**src/rtl/adc_scan_avg.sv**
```systemverilog
// adc_scan_avg: periodic multi-channel ADC scan controller with averaging.
// Every PERIOD clocks (while enabled) it scans channels 0..N_CH-1. Each
// channel gets 2^AVG_LOG2 conversions. Their truncated mean is published into
// a per-channel result register. A conversion that gets no adc_ready within
// TIMEOUT clocks abandons that channel and raises a sticky timeout_err.
//
// Ports:
//   clk_clk, reset_reset       clock, synchronous active-high reset
//   enable                     scanning enabled (low aborts any scan)
//   adc_start, adc_chan        one-cycle conversion start and its channel
//   adc_ready, adc_data        conversion done strobe and its result
//   rd_chan, rd_data, rd_valid result readback (registered, 1-cycle latency)
//   sample_strobe, scan_done   publish pulse per channel, end-of-scan pulse
//   timeout_err, err_clr       sticky timeout flag and its clear
module adc_scan_avg #(
  parameter int DATA_W   = 10,
  parameter int N_CH     = 4,
  parameter int CH_BITS  = 2,
  parameter int AVG_LOG2 = 2,
  parameter int PERIOD   = 10000,
  parameter int TIMEOUT  = 255
) (
  input  logic               clk_clk,
  input  logic               reset_reset,
  input  logic               enable,
  output logic               adc_start,
  output logic [CH_BITS-1:0] adc_chan,
  input  logic               adc_ready,
  input  logic [DATA_W-1:0]  adc_data,
  input  logic [CH_BITS-1:0] rd_chan,
  output logic [DATA_W-1:0]  rd_data,
  output logic               rd_valid,
  output logic               sample_strobe,
  output logic               scan_done,
  output logic               timeout_err,
  input  logic               err_clr
);

  localparam int AW    = DATA_W + AVG_LOG2;
  localparam int TW    = $clog2(PERIOD);
  localparam int WW    = $clog2(TIMEOUT + 1);
  localparam int CW    = AVG_LOG2 + 1;
  localparam int NSLOT = 1 << CH_BITS;

  localparam logic [TW-1:0]      PERIOD_M1 = TW'(PERIOD - 1);
  localparam logic [WW-1:0]      TO_M1     = WW'(TIMEOUT - 1);
  localparam logic [CW-1:0]      NCONV     = CW'(1 << AVG_LOG2);
  localparam logic [CH_BITS-1:0] LAST_CH   = CH_BITS'(N_CH - 1);
  localparam logic [CH_BITS:0]   N_CH_X    = (CH_BITS + 1)'(N_CH);

  typedef enum logic [2:0] {IDLE, START, WAIT, PUBLISH, NEXT} state_t;

  state_t              state;
  state_t              state_next;
  logic [TW-1:0]       timer;
  logic                tick;
  logic [CH_BITS-1:0]  chan;
  logic [AW-1:0]       acc;
  logic [CW-1:0]       conv;
  logic [CW-1:0]       conv_inc;
  logic [WW-1:0]       wcnt;
  logic                to_hit;
  logic [DATA_W-1:0]   pub_value;
  logic [DATA_W-1:0]   result [NSLOT];
  logic [NSLOT-1:0]    valid;

  assign tick      = enable && (timer == PERIOD_M1);
  assign conv_inc  = conv + CW'(1);
  assign pub_value = acc[AW-1:AVG_LOG2];
  assign adc_chan  = chan;
  // Last wait cycle elapsed with no answer from the ADC.
  assign to_hit    = (state == WAIT) && !adc_ready && (wcnt == TO_M1);

  // FSM state register.
  always_ff @(posedge clk_clk) begin
    if (reset_reset) begin
      state <= IDLE;
    end else begin
      state <= state_next;
    end
  end

  // Next-state logic; enable low forces IDLE from any state.
  always_comb begin
    state_next = state;
    if (!enable) begin
      state_next = IDLE;
    end else begin
      case (state)
        IDLE:    state_next = tick ? START : IDLE;
        START:   state_next = WAIT;
        WAIT: begin
          if (adc_ready) begin
            state_next = (conv_inc == NCONV) ? PUBLISH : START;
          end else if (wcnt == TO_M1) begin
            state_next = NEXT;
          end else begin
            state_next = WAIT;
          end
        end
        PUBLISH: state_next = NEXT;
        NEXT:    state_next = (chan == LAST_CH) ? IDLE : START;
        default: state_next = IDLE;
      endcase
    end
  end

  // Moore outputs decoded from the state register only.
  always_comb begin
    adc_start     = 1'b0;
    sample_strobe = 1'b0;
    scan_done     = 1'b0;
    case (state)
      START:   adc_start     = 1'b1;
      PUBLISH: sample_strobe = 1'b1;
      NEXT:    scan_done     = (chan == LAST_CH);
      default: adc_start     = 1'b0;
    endcase
  end

  // Scan timer: free-runs while enabled, held at zero while disabled.
  always_ff @(posedge clk_clk) begin
    if (reset_reset || !enable) begin
      timer <= '0;
    end else if (timer == PERIOD_M1) begin
      timer <= '0;
    end else begin
      timer <= timer + TW'(1);
    end
  end

  // Conversion datapath: accumulator, conversion/wait counters, channel.
  always_ff @(posedge clk_clk) begin
    if (reset_reset || !enable) begin
      acc  <= '0;
      conv <= '0;
      wcnt <= '0;
      chan <= '0;
    end else begin
      case (state)
        START: wcnt <= '0;
        WAIT: begin
          if (adc_ready) begin
            acc  <= acc + AW'(adc_data);
            conv <= conv_inc;
          end else if (wcnt == TO_M1) begin
            // Abandon the channel; partial sum must not leak into the next one.
            acc  <= '0;
            conv <= '0;
          end else begin
            wcnt <= wcnt + WW'(1);
          end
        end
        PUBLISH: begin
          acc  <= '0;
          conv <= '0;
        end
        NEXT:    chan <= (chan == LAST_CH) ? '0 : chan + CH_BITS'(1);
        default: wcnt <= wcnt;
      endcase
    end
  end

  // Result registers and valid bits; a PUBLISH cycle always commits, even if
  // enable drops in that same cycle, so the strobe never lies.
  always_ff @(posedge clk_clk) begin
    if (reset_reset) begin
      for (int i = 0; i < NSLOT; i++) begin
        result[i] <= '0;
      end
      valid <= '0;
    end else if (state == PUBLISH) begin
      result[chan] <= pub_value;
      valid[chan]  <= 1'b1;
    end else begin
      valid <= valid;
    end
  end

  // Sticky timeout flag; a new timeout beats a simultaneous clear.
  always_ff @(posedge clk_clk) begin
    if (reset_reset) begin
      timeout_err <= 1'b0;
    end else if (to_hit) begin
      timeout_err <= 1'b1;
    end else if (err_clr) begin
      timeout_err <= 1'b0;
    end else begin
      timeout_err <= timeout_err;
    end
  end

  // Registered readback with a bypass for the channel being published now.
  always_ff @(posedge clk_clk) begin
    if (reset_reset) begin
      rd_data  <= '0;
      rd_valid <= 1'b0;
    end else if ({1'b0, rd_chan} >= N_CH_X) begin
      rd_data  <= '0;
      rd_valid <= 1'b0;
    end else if ((state == PUBLISH) && (rd_chan == chan)) begin
      rd_data  <= pub_value;
      rd_valid <= 1'b1;
    end else begin
      rd_data  <= result[rd_chan];
      rd_valid <= valid[rd_chan];
    end
  end

endmodule

```
**config.mk**
```make
export PLATFORM = sky130hd
export DESIGN_NAME = adc_scan_avg
export DESIGN_NICKNAME = d
export VERILOG_FILES = /design/src/rtl/adc_scan_avg.sv
export SDC_FILE = /design/constraint.sdc
export NUM_CORES = 1
export LEC_CHECK = 0
export CAP_MARGIN = 20
export CORE_MARGIN = 5
export CORE_UTILIZATION = 50
export CTS_BUF_LIST = sky130_fd_sc_hd__clkbuf_16
export DETAILED_ROUTE_END_ITERATION = 10
export GPL_TIMING_DRIVEN = 0
export PLACE_DENSITY = 0.7
export RECOVER_POWER = 25
export SETUP_SLACK_MARGIN = 0.3
export SYNTH_ARGS = -nofsm -noshare
export SYNTH_HDL_FRONTEND = slang
export SYNTH_SLANG_ARGS = --single-unit
```
**constraint.sdc**
```tcl
create_clock -name clk_clk -period 4.95 [get_ports clk_clk]
set_input_delay 0.495 -clock clk_clk [delete_from_list [all_inputs] [get_ports clk_clk]]
set_output_delay 0.495 -clock clk_clk [all_outputs]
set_load 0.005 [all_outputs]
```
==> impl_metrics.csv <==
group,metric,value,unit
placed_design,placedCellCount,588,
power_and_ir_drop,power_density,308,nW/um^2
logic_synthesis,syn_inst,444,
die,fp.dieW,107,microns
route,vias,3303,
clock_tree,cts.sinks,98,
logic_synthesis,synth_cell_type_count,53,
die,core-area,9150,sq um
critical_path,r2r_slack,2.26,ns
sta,fin_crit,2.69,ns
global_routing,grt_pass1_vias,3250,
logic_synthesis,synth_nets,481,
placed_design,dp_hpwl,6.70,mm
placed_design,post-place-ws,2.00,ns
critical_path,end_kind,"register",
sta,rsz0062_at_grt,"false",
global_routing,grt_use_met2,0.307,
power_and_ir_drop,finalPower,1.68,mW
route,vias_per_cell,5.47,
final_layout,instances_no_fill,604,
logic_synthesis,ys_ff_latch,98,
global_routing,antenna_found_initial,0,
clock_tree,clkSlewWorstSetupHoldPaths,0.07,ns
hold_path,hold_path_startpoint,"valid[3]",
sta,fmax,371,MHz
sta,finalSetupViolCount,0,
die,fp-row-count,35,
power_and_ir_drop,vdd_drop_max,199,uV
outcome,status,"complete, no violations",
placed_design,gp_congestion,0.897,
final_layout,register_area,2360,sq um
sta,finalSetupTns,0,ns
final_layout,nets,525,
sta,clock_skew,0.00946,ns
sta,drv_slew,0,
logic_synthesis,syn_area,4670,sq um
route,wirelength,9.25,mm
sta,tightest_slew,0.980,ns
die,die_h,107,microns
clock_tree,ctsLongestPathBuffers,2,
global_routing,use_met3,0.0379,
critical_path,reg2reg_depth,6,
critical_path,cp_data_required_time,5.21,ns
route,firstDrtPassIters,4,
placed_design,port_buffers,33,
final_layout,diodes,0,
clock_tree,ctsHtreeMaxLevel,3,
clock_tree,cts_root_buf,"clkbuf_16",
global_routing,grt_pass1_wl,15.7,mm
clock_tree,cts_tree,"done",
logic_synthesis,yosysSeqAreaShare,0.506,
power_and_ir_drop,leakage,2.09,nW
critical_path,critPathArrivalTime,2.95,ns
logic_synthesis,avgSynthCellArea,10.5,sq um
critical_path,timing.rr.start,"wcnt[1]",
logic_synthesis,ys_warn_count,0,
clock_tree,cts_setup_buffers,0,
critical_path,r2r_end,"acc[4]",
sta,setup_ws,2.26,ns
critical_path,cp_max_fo,9,
sta,slew-limit-headroom,0.339,
global_routing,gr-total-overflow,0,
final_layout,final_util,0.596,
hold_path,hold_depth,2,
clock_tree,ctsResizeCount,0,
logic_synthesis,synth_ff_type,"dfxtp_1",
logic_synthesis,synth_edf_count,40,
global_routing,grt_max_degree,20,
run,maxCapViolCount,0,
critical_path,setup.worst_path.start_class,"register",
clock_tree,holdBufCountCts,0,
die,die_area,11400,sq um
final_layout,multi_input_area,2150,sq um
clock_tree,clock_insertion_delay_worst_skew,0.34,ns
final_layout,area_growth,16.7,%
die,boundaryPins,34,
final_layout,drive_gt1_frac,0.0730,
route,drtIter0Drc,146,
die,initial_core_util,0.510,
global_routing,top_usage_layer,"met2",
critical_path,worstSetupPathType,"reg -> reg",
route,wire_per_inst,15.3,microns
route,drc,0,
hold_path,whs_endpoint,"valid[3]",
hold_path,min_path_type,"reg -> reg",
sta,hold_viol,0,
global_routing,met1_usage,0.214,
final_layout,fillCellCount,797,
sta,fin_crit_sh,0.544,
global_routing,grt_use_total,0.174,
route,ant_nets,0,
logic_synthesis,synth_async_sr_flop_share,0,
clock_tree,cts_inserted_buffers,9,
power breakdown:
group          switching [mW]  internal (mW)  total, mW
Clock                   0.327          0.408      0.735
Sequential            0.00419          0.854      0.858
Combinational          0.0433         0.0412     0.0845
Total                   0.375           1.30       1.68
cell families (layout without fill, tap and decap cells):
family / after synthesis / count (layout) / synth area share
flops: 98 / 98 / 0.506
mux: 18 / 18 / 0.0680
fa+ha+maj: 20 / 20 / 0.0552
simple gates: 171 / 171 / 0.191
compound gates: 78 / 78 / 0.106
xor+xnor: 22 / 22 / 0.0413
buf+inv: 37 / 86 / 0.0332
worst max-delay path by stage:
stage / from / end / cells past startpoint
final: wcnt[1] / acc[4] / 6
after global routing: wcnt[0] / acc[4] / 7
after CTS: adc_data[0] / acc[8] / 8
after detailed placement: adc_data[0] / acc[8] / 8
after global placement: adc_data[0] / acc[8] / 8
after floorplan: adc_data[0] / acc[8] / 7
registers in the layout, summed over array words and instances, names as in the netlist:
register     count
adc_chan         2
conv             3
timeout_err      1
timer           14
wcnt             8
valid            4
rd_valid         1
acc             12
result          40
rd_data         10
state            3
stage by stage:
stage,hold WS (ns),area (sq um)
finish,0.469,5450
floorplan,0.430,4670
global route,0.512,5450
detailed placement,0.449,5140
CTS,0.468,5460
global placement,0.445,5140
placed cells by master, fill, tap and decap left out, drive strengths merged, types with 8 or more instances in the layout:
cell type / count
a211oi: 8
a21oi: 24
and2: 38
clkbuf: 23
clkdlybuf4s50: 18
dfxtp: 58
dlygate4sd3: 15
edfxtp: 40
ha: 19
inv: 21
mux4: 11
nand2: 30
nand3: 10
nor2: 51
o21ai: 18
xnor2: 12
xor2: 10
per-layer routing:
layer	part of all wire	up-vias
met3	0.032	8
met5	0	-
met4	0.0083	0
met2	0.51	57
met1	0.45	1573
li1	-	1665
Yosys cell counts, drive strengths merged, types with 11 or more instances:
| cell type | number | area share |
|---|---|---|
| a21oi | 24 | 0.026 |
| and2 | 38 | 0.051 |
| clkbuf | 12 | 0.0096 |
| dfxtp | 58 | 0.25 |
| edfxtp | 40 | 0.26 |
| ha | 19 | 0.051 |
| inv | 17 | 0.014 |
| mux4 | 11 | 0.053 |
| nand2 | 30 | 0.024 |
| nor2 | 51 | 0.041 |
| o21ai | 18 | 0.020 |
| xnor2 | 12 | 0.023 |
layout make-up:
type	instances	share of cell area
Buffer	20	0.0163
Clock buffer	9	0.0413
Clock inverter	7	0.0174
Inverter	17	0.0117
Multi-Input combinational cell	309	0.394
Sequential cell	98	0.433
Tap cell	111	0.0255
Timing Repair Buffer	33	0.0606
worst max-delay path: stages (launching register included):
cell	delay (ns)
dfxtp_1	0.40
ha_1	0.17
nand3_1	0.09
o21ai_0	0.78
nand2_1	0.43
or4_1	0.61
a21oi_1	0.15
(Power assumes the default switching activity.)
==> edit, RTL diff (same settings) <==
`CH_BITS`: 2 -> 4.
--- a/src/rtl/adc_scan_avg.sv
+++ b/src/rtl/adc_scan_avg.sv
@@ -16,5 +16,5 @@
   parameter int DATA_W   = 10,
   parameter int N_CH     = 4,
-  parameter int CH_BITS  = 2,
+  parameter int CH_BITS  = 4,
   parameter int AVG_LOG2 = 2,
   parameter int PERIOD   = 10000,
Interface: changed (resized adc_chan and rd_chan); port bits go from 34 to 38. No check against the original RTL was run, so the function may have changed too.
==> edit against the original RTL <==
Wire length increased by 1.7%; sequential cell count increased by 2; setup slack gained 0.21 ns; area after synthesis up 2.5%; clock power up 1%; final cell count rose by 5.0%; power grew 0.94%; cell area increased by 2.9%.
==> edit: results (changes against the original RTL) <==
| Metric | Value |
|---|---|
| Highest Clock Rate | `403 MHz (was 371 MHz)` |
| Final hold slack | `0.456 ns (was 0.469 ns)` |
| Gr usage total | `17.3% (was 17.4%)` |
| R2R Setup Slk | `2.66 ns (was 2.26 ns)` |
| Largest net degree at the start of global routing | `17 (was 20)` |
| Post-synth net total | `491 (was 481)` |
| Crit-path max FO | `7 (was 9)` |
| Int Power | `1.35 mW (was 1.30 mW)` |
| Cell variety after synth | `60 (was 53)` |
| Area after DPL | `5320 sq um (was 5140 sq um)` |
| Hold path start | `valid[1] (was valid[3])` |
| Final Skew | `0.00548 ns (was 0.00946 ns)` |
| DP Worst Slack | `2.32 ns (was 2.00 ns)` |
| Final Setup Violations | `0 (unchanged)` |
| Root Buffer | `clkbuf_16 (unchanged)` |
| WL/cell | `14.8 um (was 15.3 um)` |
| Multi-input logic area | `2190 sq um (was 2150 sq um)` |
| Placed cells | `618 (was 588)` |
| Mapped Cells | `452 (was 444)` |
| DR vias | `3317 (was 3303)` |
| Largest cells by area after synthesis | `dfxtp_1 (25%), edfxtp_1 (25%), mux4_2 (5.2%) (was edfxtp_1 (26%), dfxtp_1 (25%), mux4_2 (5.3%))` |
| Placer's final routability congestion estimate | `0.831 (was 0.897)` |
| Pleak | `2.16 nW (was 2.09 nW)` |
| Starting DRT DRC Count | `79 (was 146)` |
| Post-synth top cells | `dfxtp_1 (60), nor2_1 (60), edfxtp_1 (40), and2_1 (38), clkbuf_1 (23) (was dfxtp_1 (58), nor2_1 (51), edfxtp_1 (40), and2_1 (37), nand2_1 (30))` |
| Peak supply drop | `0.203 mV (was 0.199 mV)` |
| Share of layout cells above drive strength 1 | `8.12% (was 7.30%)` |
| Final WL | `9.41 mm (was 9.25 mm)` |
| Layout Nets | `539 (was 525)` |
| CP peak stage delay | `0.53 ns (was 0.78 ns)` |
| Worst r2r src | `state[2] (was wcnt[1])` |
| Critical-path top delay cell | `clkdlybuf4s50_1 (was o21ai_0)` |
| Register area share after synthesis | `50.2% (was 50.6%)` |
| Layout fillers | `823 (was 797)` |
| Number of port buffers | `37 (was 33)` |
| Status | `finished clean (unchanged)` |
| Slew headroom | `42.0% (was 33.9%)` |
| First-pass GRT wire length | `15.7 mm (about the same)` |
| DP HPWL | `6.76 mm (was 6.70 mm)` |
| Critical Path Source | `state[0] (was wcnt[1])` |
| EDFF count, synth | `40 (unchanged)` |
==> edit: routing by layer <==
layer | track usage, % | vias up | share of wire, %
met2 | 30.9 | 47 | 52
li1 | - | 1692 | -
met3 | 2.70 | 7 | 3.0
met4 | 5.68 | 0 | 1.0
met5 | 0 | - | 0
met1 | 21.4 | 1571 | 44
==> edit: logic make-up after synthesis <==
| family | count (synthesis) | share of synthesized area, % |
|---|---|---|
| XOR/XNOR | 28 | 5.12 |
| AND/OR/NAND/NOR | 183 | 20.0 |
| adder cells (fa/ha/maj) | 20 | 5.38 |
| buffers and inverters | 43 | 3.79 |
| flip-flops | 100 | 50.2 |
| multiplexers | 22 | 7.50 |
| AO/OA/AOI/OAI | 56 | 8.02 |
==> edit: worst paths after layout <==
path,end,cells past startpoint
min,valid[1],1
max,scan_done,5
min reg2reg,valid[1],1
max reg2reg,result[0][2],5
==> edit: power groups by stage <==
| stage | Combinational [mW] | Sequential (mW) | Clock [mW] |
|---|---|---|---|
| 6_report | 0.0769 | 0.871 | 0.745 |
| 4_1_cts | 0.0795 | 0.872 | 0.759 |
| 3_3_place_gp | 0.0781 | 0.890 | 0 |
| 5_1_grt | 0.0838 | 0.872 | 0.800 |
| 2_1_floorplan | 0.0452 | 0.889 | 0 |
| 3_5_place_dp | 0.0792 | 0.890 | 0 |
==> edit: final cells by class <==
type | count | share of cell area (%)
Clock inverter | 7 | 1.60
Buffer | 32 | 2.34
Clock buffer | 9 | 4.01
Inverter | 11 | 0.736
Tap cell | 129 | 2.88
Multi-Input combinational cell | 309 | 39.0
Timing Repair Buffer | 37 | 6.60
Sequential cell | 100 | 42.8
